==> config.mk <==
export PLATFORM = sky130hd
export DESIGN_NAME = imu_poll_ctrl
export DESIGN_NICKNAME = d
export VERILOG_FILES = /design/src/rtl/imu_pkg.sv /design/src/rtl/imu_poll_ctrl.sv
export SDC_FILE = /design/constraint.sdc
export NUM_CORES = 1
export LEC_CHECK = 0
export BUFFER_PORTS_ARGS = -buffer_cell sky130_fd_sc_hd__buf_2
export CAP_MARGIN = 40
export CORE_MARGIN = 10
export CORE_UTILIZATION = 50
export DETAILED_ROUTE_END_ITERATION = 16
export PLACE_DENSITY_LB_ADDON = 0.15
export SKIP_CTS_REPAIR_TIMING = 1
export SLEW_MARGIN = 15
export SYNTH_ARGS = -nofsm -noshare
export SYNTH_HDL_FRONTEND = slang
export SYNTH_SLANG_ARGS = --single-unit
==> constraint.sdc <==
create_clock -name clk -period 3.2 [get_ports clk]
set_input_delay 0.16 -clock clk [delete_from_list [all_inputs] [get_ports clk]]
set_output_delay 0.16 -clock clk [all_outputs]
set_load 0.005 [all_outputs]
==> src/rtl/imu_pkg.sv <==
// Shared types and command constants for the IMU polling sequencer.
// IMU_ROLL_EN selects whether roll-rate registers are read alongside pitch.
package imu_pkg;

  typedef enum logic [2:0] {
    INIT,
    CFG,
    CFG_WT,
    IDLE,
    RD,
    RD_WT,
    VLD
  } imu_state_t;

  localparam int CFG_CNT = 4;
  localparam logic [1:0] CFG_LAST = 2'(CFG_CNT - 1);

`ifdef IMU_ROLL_EN
  localparam int RD_CNT = 4;
`else
  localparam int RD_CNT = 2;
`endif
  localparam logic [1:0] RD_LAST = 2'(RD_CNT - 1);

  // Configuration writes: INT enable, accel, gyro, rounding.
  function automatic logic [15:0] cfg_cmd(input logic [1:0] idx);
    logic [15:0] c;
    case (idx)
      2'd0:    c = 16'h0D02;
      2'd1:    c = 16'h1053;
      2'd2:    c = 16'h1150;
      default: c = 16'h1460;
    endcase
    return c;
  endfunction

  // Read commands: pitch L/H, then roll L/H.
  function automatic logic [15:0] rd_cmd(input logic [1:0] ridx);
    logic [15:0] c;
    case (ridx)
      2'd0:    c = 16'hA200;
      2'd1:    c = 16'hA300;
      2'd2:    c = 16'hA400;
      default: c = 16'hA500;
    endcase
    return c;
  endfunction

endpackage

==> src/rtl/imu_poll_ctrl.sv <==
// IMU command sequencer: power-up wait, config writes, interrupt-driven rate reads.
// Optional feature macro: IMU_ROLL_EN (adds roll-rate reads and the roll_rt port).
module imu_poll_ctrl
  import imu_pkg::*;
#(
  parameter int INIT_W = 16
) (
  input  logic        clk,
  input  logic        rst_n,
  input  logic        INT,
  input  logic        done,
  input  logic [15:0] rd_data,
  output logic        wrt,
  output logic [15:0] cmd,
  output logic [15:0] ptch_rt,
`ifdef IMU_ROLL_EN
  output logic [15:0] roll_rt,
`endif
  output logic        vld
);

  imu_state_t  state_reg, state_next;
  logic [INIT_W-1:0] timer_reg, timer_next;
  logic [1:0]  idx_reg, idx_next;
  logic [1:0]  ridx_reg, ridx_next;
  logic        wrt_reg, wrt_next;
  logic [15:0] cmd_reg, cmd_next;
  logic [15:0] ptch_reg, ptch_next;
  logic        vld_reg, vld_next;
`ifdef IMU_ROLL_EN
  logic [15:0] roll_reg, roll_next;
`endif

  logic int_meta_reg, int_sync_reg, int_prev_reg;
  logic int_rise;
  logic unused_rd_hi;

  assign unused_rd_hi = ^rd_data[15:8];

  // INT is asynchronous: two flops to settle, a third to find the rising edge.
  always_ff @(posedge clk or negedge rst_n) begin
    if (!rst_n) begin
      int_meta_reg <= 1'b0;
      int_sync_reg <= 1'b0;
      int_prev_reg <= 1'b0;
    end else begin
      int_meta_reg <= INT;
      int_sync_reg <= int_meta_reg;
      int_prev_reg <= int_sync_reg;
    end
  end

  assign int_rise = int_sync_reg & ~int_prev_reg;

  // One byte register per read-table entry; byte_now folds in the byte being
  // captured this cycle so the output update can happen on the same edge.
  logic [RD_CNT-1:0][7:0] byte_now;

  generate
    for (genvar gi = 0; gi < RD_CNT; gi++) begin : g_byte
      logic [7:0] byte_reg;
      logic       cap;

      assign cap = (state_reg == RD_WT) && done && (ridx_reg == 2'(gi));

      always_ff @(posedge clk or negedge rst_n) begin
        if (!rst_n) begin
          byte_reg <= 8'h00;
        end else if (cap) begin
          byte_reg <= rd_data[7:0];
        end
      end

      assign byte_now[gi] = cap ? rd_data[7:0] : byte_reg;
    end
  endgenerate

  always_ff @(posedge clk or negedge rst_n) begin
    if (!rst_n) begin
      state_reg <= INIT;
      timer_reg <= '0;
      idx_reg   <= 2'd0;
      ridx_reg  <= 2'd0;
      wrt_reg   <= 1'b0;
      cmd_reg   <= 16'h0000;
      ptch_reg  <= 16'h0000;
      vld_reg   <= 1'b0;
`ifdef IMU_ROLL_EN
      roll_reg  <= 16'h0000;
`endif
    end else begin
      state_reg <= state_next;
      timer_reg <= timer_next;
      idx_reg   <= idx_next;
      ridx_reg  <= ridx_next;
      wrt_reg   <= wrt_next;
      cmd_reg   <= cmd_next;
      ptch_reg  <= ptch_next;
      vld_reg   <= vld_next;
`ifdef IMU_ROLL_EN
      roll_reg  <= roll_next;
`endif
    end
  end

  always_comb begin
    state_next = state_reg;
    timer_next = timer_reg;
    idx_next   = idx_reg;
    ridx_next  = ridx_reg;
    wrt_next   = 1'b0;
    cmd_next   = cmd_reg;
    ptch_next  = ptch_reg;
    vld_next   = 1'b0;
`ifdef IMU_ROLL_EN
    roll_next  = roll_reg;
`endif

    unique case (state_reg)
      INIT: begin
        if (timer_reg == {INIT_W{1'b1}}) begin
          state_next = CFG;
          idx_next   = 2'd0;
        end else begin
          timer_next = timer_reg + INIT_W'(1);
        end
      end
      CFG: state_next = CFG_WT;
      CFG_WT: begin
        if (done) begin
          if (idx_reg == CFG_LAST) begin
            state_next = IDLE;
          end else begin
            idx_next   = idx_reg + 2'd1;
            state_next = CFG;
          end
        end
      end
      IDLE: begin
        if (int_rise) begin
          ridx_next  = 2'd0;
          state_next = RD;
        end
      end
      RD: state_next = RD_WT;
      RD_WT: begin
        if (done) begin
          if (ridx_reg == RD_LAST) begin
            state_next = VLD;
            ptch_next  = {byte_now[1], byte_now[0]};
`ifdef IMU_ROLL_EN
            roll_next  = {byte_now[3], byte_now[2]};
`endif
            vld_next   = 1'b1;
          end else begin
            ridx_next  = ridx_reg + 2'd1;
            state_next = RD;
          end
        end
      end
      VLD: state_next = IDLE;
      default: state_next = INIT;
    endcase

    // wrt and cmd are registered, so they are loaded on entry to the issuing state.
    if (state_next == CFG) begin
      wrt_next = 1'b1;
      cmd_next = cfg_cmd(idx_next);
    end else if (state_next == RD) begin
      wrt_next = 1'b1;
      cmd_next = rd_cmd(ridx_next);
    end
  end

  assign wrt     = wrt_reg;
  assign cmd     = cmd_reg;
  assign ptch_rt = ptch_reg;
  assign vld     = vld_reg;
`ifdef IMU_ROLL_EN
  assign roll_rt = roll_reg;
`endif

endmodule

### Word level (Yosys, flattened, before mapping)

Index checks and enable logic that the tools add are counted.
W data, S select, Z words.

* $add $sub $neg: 3
* multiply operators: 0
* div/mod/pow operators: 0
* order comparisons: 0
* equality and inequality tests: 15
* shift-type cells: 0
* multiplexer cells: 26
* bitwise gates (word level): 3
* reduce and logical (&&, ||, !) cells: 10

Operators with widths (number)
* $pmux W13 S3: 1
* $pmux W11 S3: 1
* $mux W16: 2
* $pmux W3 S7: 1
* $add A16 B1 Y16 const B: 1
* $eq A16 B16 Y1 const B: 1
* $mux W2: 8
* $mux W8: 2
* $eq A3 B3 Y1 const B: 4
* $mux W3: 4
* $pmux W2 S2: 2
* $eq A2 B1 Y1 const B: 3
* $eq A2 B2 Y1 const B: 3
* $eq A3 B1 Y1 const B: 2
* $eq A3 B2 Y1 const B: 2
* $logic_not A2 Y1: 3
* $mux W1: 5
* $add A2 B1 Y2 const B: 2
* $logic_and A1 B1 Y1: 3
* $logic_not A3 Y1: 1
* $reduce_and A3 Y1: 1
* $not A1 Y1: 2
* $reduce_and A2 Y1: 1
* $reduce_bool A2 Y1: 1
* $and A1 B1 Y1: 1

* bits in registers: 76
* latch bits: 0
* bits in writable memories: 0
* ROM bits: 0
* input bits: 20
* output and inout port bits: 34
* memories kept: 0

### Longest topological paths before layout

* depth after elaboration: 8
* mapped depth: 12
* mapped depth without buffers: 11

### Least setup slack after synthesis

Ideal clock, no wire load.

* path type: register to register
* start point: register timer_reg[9]
* end point: register cmd_reg[8], in the netlist cmd[8]
* library setup time: 0.094 ns
* data arrival time: 2.106 ns
* setup slack: 1.000 ns
* cell stages (with the launch flop): 12
* buffers on the path: 1
* clock period less this slack: 2.200 ns
* cells stage by stage: dfrtp_1 > nand4_1 > nor3_2 > nand4_1 > and2_1 > clkbuf_1 > inv_1 > a41o_1 > ha_1 > nor2_1 > a22o_1 > a221oi_2

* longest elaborated chain between the ends: 6

Ends and longest elaborated chain
* start, declared: RTL line imu_poll_ctrl.sv:23 `logic [INIT_W-1:0] timer_reg, timer_next;`
* start signal, assigned: RTL line imu_poll_ctrl.sv:93 `timer_reg <= timer_next;`
* $eq A16 B16 Y1 (*): RTL line imu_poll_ctrl.sv:121 `if (timer_reg == {INIT_W{1'b1}}) begin`
* $mux W2: RTL line imu_poll_ctrl.sv:121
* $pmux W2 S2: RTL line imu_poll_ctrl.sv:119 `unique case (state_reg)`
* $eq A2 B2 Y1, or another cell as far along: RTL line imu_pkg.sv:28 `case (idx)`
* $pmux W13 S3: RTL line imu_pkg.sv:28
* $mux W16: RTL line imu_poll_ctrl.sv:166 `if (state_next == CFG) begin`
* end signal, assigned: RTL line imu_poll_ctrl.sv:97 `cmd_reg <= cmd_next;`
* end, declared: RTL line imu_poll_ctrl.sv:27 `logic [15:0] cmd_reg, cmd_next;`

Every way passes the cells marked *; elsewhere a longest branch is shown, timed or not.
A chain may end at the register's enable or synchronous reset.

### Final worst setup path

Ends and elaborated chain as after synthesis.

==> impl_metrics.py <==
metrics = {
    "synthesis": {
        "yosysWarnings": 0,
        "syn_area_per_cell_um2": 10.9,
        "syn_inst": 266,
        "synth-async-reset-ratio": 1.00,
        "yosysSeqAreaShare": 0.536,
        "synth_edf_count": 0,
        "syn_area_um2": 2890,
        "post_synth_num_cell_types": 52,
        "yosys_register_bits": 62,
        "synth_ff_type": "dfrtp_1",
    },
    "cts": {
        "clk-insertion-delay-late_ns": 0.33,
        "cts_tree": "built",
        "clkSinkCount": 62,
        "root_buffer": "clkbuf_8",
        "path_clk_slew_ns": 0.07,
        "ctsLongestPathBuffers": 2,
        "h-tree-depth": 3,
        "cts_buffers": 9,
    },
    "sta": {
        "period_share": 0.758,
        "skew_ns": 0.00745,
        "fin_setup_tns_ns": 0,
        "setup_viol_count_final": 0,
        "drv_slew": 0,
        "relSlewSlack": 0.536,
        "final_hold_viol_count": 0,
        "fin_crit_ns": 2.43,
        "fmax_mhz": 412,
        "rsz0062_at_grt": "false",
        "tightest_slew_ns": 0.695,
    },
    "placement": {
        "globalplace.congestion": 0.785,
        "portBuffers": 41,
        "hpwl_mm": 4.00,
        "placedCellCount": 370,
    },
    "worst_setup_path": {
        "rr_startpoint": "timer_reg[9]$_DFFE_PN0P_",
        "cp-end-kind": "register",
        "crit_type": "register to register",
        "worstSetupStartpointType": "register",
        "rrSetupSlack_ns": 0.77,
        "crit_path_start": "timer_reg[9]$_DFFE_PN0P_",
        "worstPathArrival_ns": 2.67,
        "reg2reg_depth": 10,
        "crit_path_max_fanout": 7,
        "cp_data_required_time_ns": 3.44,
        "endpoint": "cmd[8]$_DFFE_PN0P_",
        "reg2reg_to": "cmd[8]$_DFFE_PN0P_",
    },
    "floorplan": {
        "die_h_um": 96.1,
        "die_area_um2": 9230,
        "chipWidth_um": 96.1,
        "rows": 27,
        "initial_utilization": 0.519,
        "core-area_um2": 5570,
        "io_pins": 54,
    },
    "routing": {
        "ant_nets": 0,
        "wl_per_cell_um": 14.5,
        "wl_mm": 5.62,
        "drt_iter0_drc": 107,
        "route.detailed.drc": 0,
        "via_per_inst": 5.21,
        "firstDrtPassIters": 4,
        "vias": 2023,
    },
    "global_route": {
        "grt_pass1_vias": 1966,
        "grt-ovfl-total": 0,
        "grt_util_all_layers": 0.130,
        "antenna_found_initial": 0,
        "grt_start_max_net_pins": 29,
        "grt_pass1_wl_mm": 9.39,
    },
    "worst_hold_path": {
        "min_from": "rd_data[5]",
        "min_path_type": "input pin to register",
    },
    "cells_and_area": {
        "fin_cells": 388,
        "nets": 338,
        "fillCellCount": 493,
        "areaGrowthSynthToFinish_pct": 16.4,
        "diodes": 0,
        "drive_above_1_share": 0.253,
    },
    "job": {
        "max_cap_viol_count": 0,
    },
    "outcome": {
        "status": "complete, no violations",
    },
    "pwr": {
        "peakVddDrop_mv": 0.526,
        "power_w": 0.00285,
        "leakage_nw": 1.71,
        "power.density_nw_per_um2": 847,
    },
}
[report_power, final]
part | leakage, nW | switching, W | internal [W]
Clock | 0.110 | 0.000288 | 0.000458
Sequential | 0.816 | 0.000160 | 0.000987
Combinational | 0.779 | 0.000515 | 0.000444
Total | 1.71 | 0.000964 | 0.00189
[worst min path at each step]
| stage | end | slack [ns] | cells after the start |
|---|---|---|---|
| 6_report | ptch_rt[13]$_DFFE_PN0P_ | 0.03 | 3 |
| 5_1_grt | ptch_rt[9]$_DFFE_PN0P_ | 0.03 | 3 |
| 4_1_cts | ptch_rt[0]$_DFFE_PN0P_ | -0.18 | 1 |
| 3_5_place_dp | ptch_rt[0]$_DFFE_PN0P_ | 0.19 | 1 |
| 3_3_place_gp | int_meta_reg$_DFF_PN0_ | 0.27 | 1 |
| 2_1_floorplan | cmd[0]$_DFFE_PN0P_ | -0.14 | 0 |
[per-stage QoR]
step	hold slack (ns)	setup slack, ns	utilization	area (µm²)
2_1_floorplan	-0.136	1.00	-	2900
3_3_place_gp	0.270	0.832	0.558	3110
3_5_place_dp	0.190	0.800	0.562	3130
4_1_cts	-0.182	0.738	0.601	3350
5_1_grt	0.0306	0.549	0.604	3370
6_report	0.0334	0.774	0.604	3370
[layout by cell type (no fill, tap or decap), types with 7 or more instances in the layout]
cell type	synthesis	final
ha_1	7	7
inv_1	8	8
nand4_1	8	8
dfrtp_1	62	62
nand2_1	57	57
clkbuf_8	0	10
buf_2	3	41
xnor2_1	11	11
nor2_1	11	11
mux2_2	9	9
[Yosys cell counts (2+ instances only)]
master	instances	area [µm²]
a21oi_1	4	20.0
a22o_1	2	17.5
a22oi_1	6	45.0
a31oi_1	2	12.5
a41oi_1	2	17.5
and2_1	2	12.5
and3_1	3	18.8
and4_1	3	26.3
buf_2	3	15.0
buf_4	6	45.0
buf_6	3	33.8
clkbuf_1	4	15.0
dfrtp_1	62	1550
ha_1	7	87.6
inv_1	8	30.0
mux2_2	9	101
nand2_1	57	214
nand2b_1	3	18.8
nand3_1	5	25.0
nand4_1	8	50.1
nor2_1	11	41.3
nor3_1	4	20.0
o21ai_0	2	10.0
o22ai_1	3	18.8
o2bb2ai_1	6	52.6
xnor2_1	11	96.3
xor2_1	5	43.8
[per-layer routing]
layer  part of all wire  track usage  up-vias
li1                   -            -     1000
met1               0.47        0.173      961
met2               0.44        0.189       52
met3              0.076       0.0374       10
met4              0.018       0.0663        0
met5                  0            0        -
[area by class of cell]
type	count	area [µm²]	share of cell area
flip-flops and latches	62	1550	0.461
multi-input cells	180	1190	0.353
repair buffers	47	268	0.0795
clock buffers	12	145	0.0431
well taps	72	90.1	0.0267
clock inverters	4	70.1	0.0208
inverters	11	53.8	0.0160
[worst max-delay path, cell delays in order, from the launching register on]
cell      delay [ns]
dfrtp_1         0.43
nand4_1         0.19
nor3_2          0.31
nand4_1         0.14
and2_1          0.25
inv_1           0.10
a41o_1          0.24
ha_1            0.22
nor2_1          0.05
a22o_1          0.20
a221oi_2        0.20
[logic make-up (layout without fill, tap and decap cells)]
| kind of cell | Yosys count | after routing | share of synthesized area |
|---|---|---|---|
| AO/OA/AOI/OAI | 38 | 38 | 0.115 |
| flip-flops | 62 | 62 | 0.536 |
| AND/OR/NAND/NOR | 106 | 106 | 0.177 |
| adder cells (fa/ha/maj) | 7 | 7 | 0.0303 |
| other | 1 | 4 | 0.00130 |
| multiplexers | 9 | 9 | 0.0350 |
| XOR/XNOR | 16 | 16 | 0.0484 |
| buffers and inverters | 27 | 74 | 0.0562 |
Note: power is estimated with default switching activity, not from simulation.
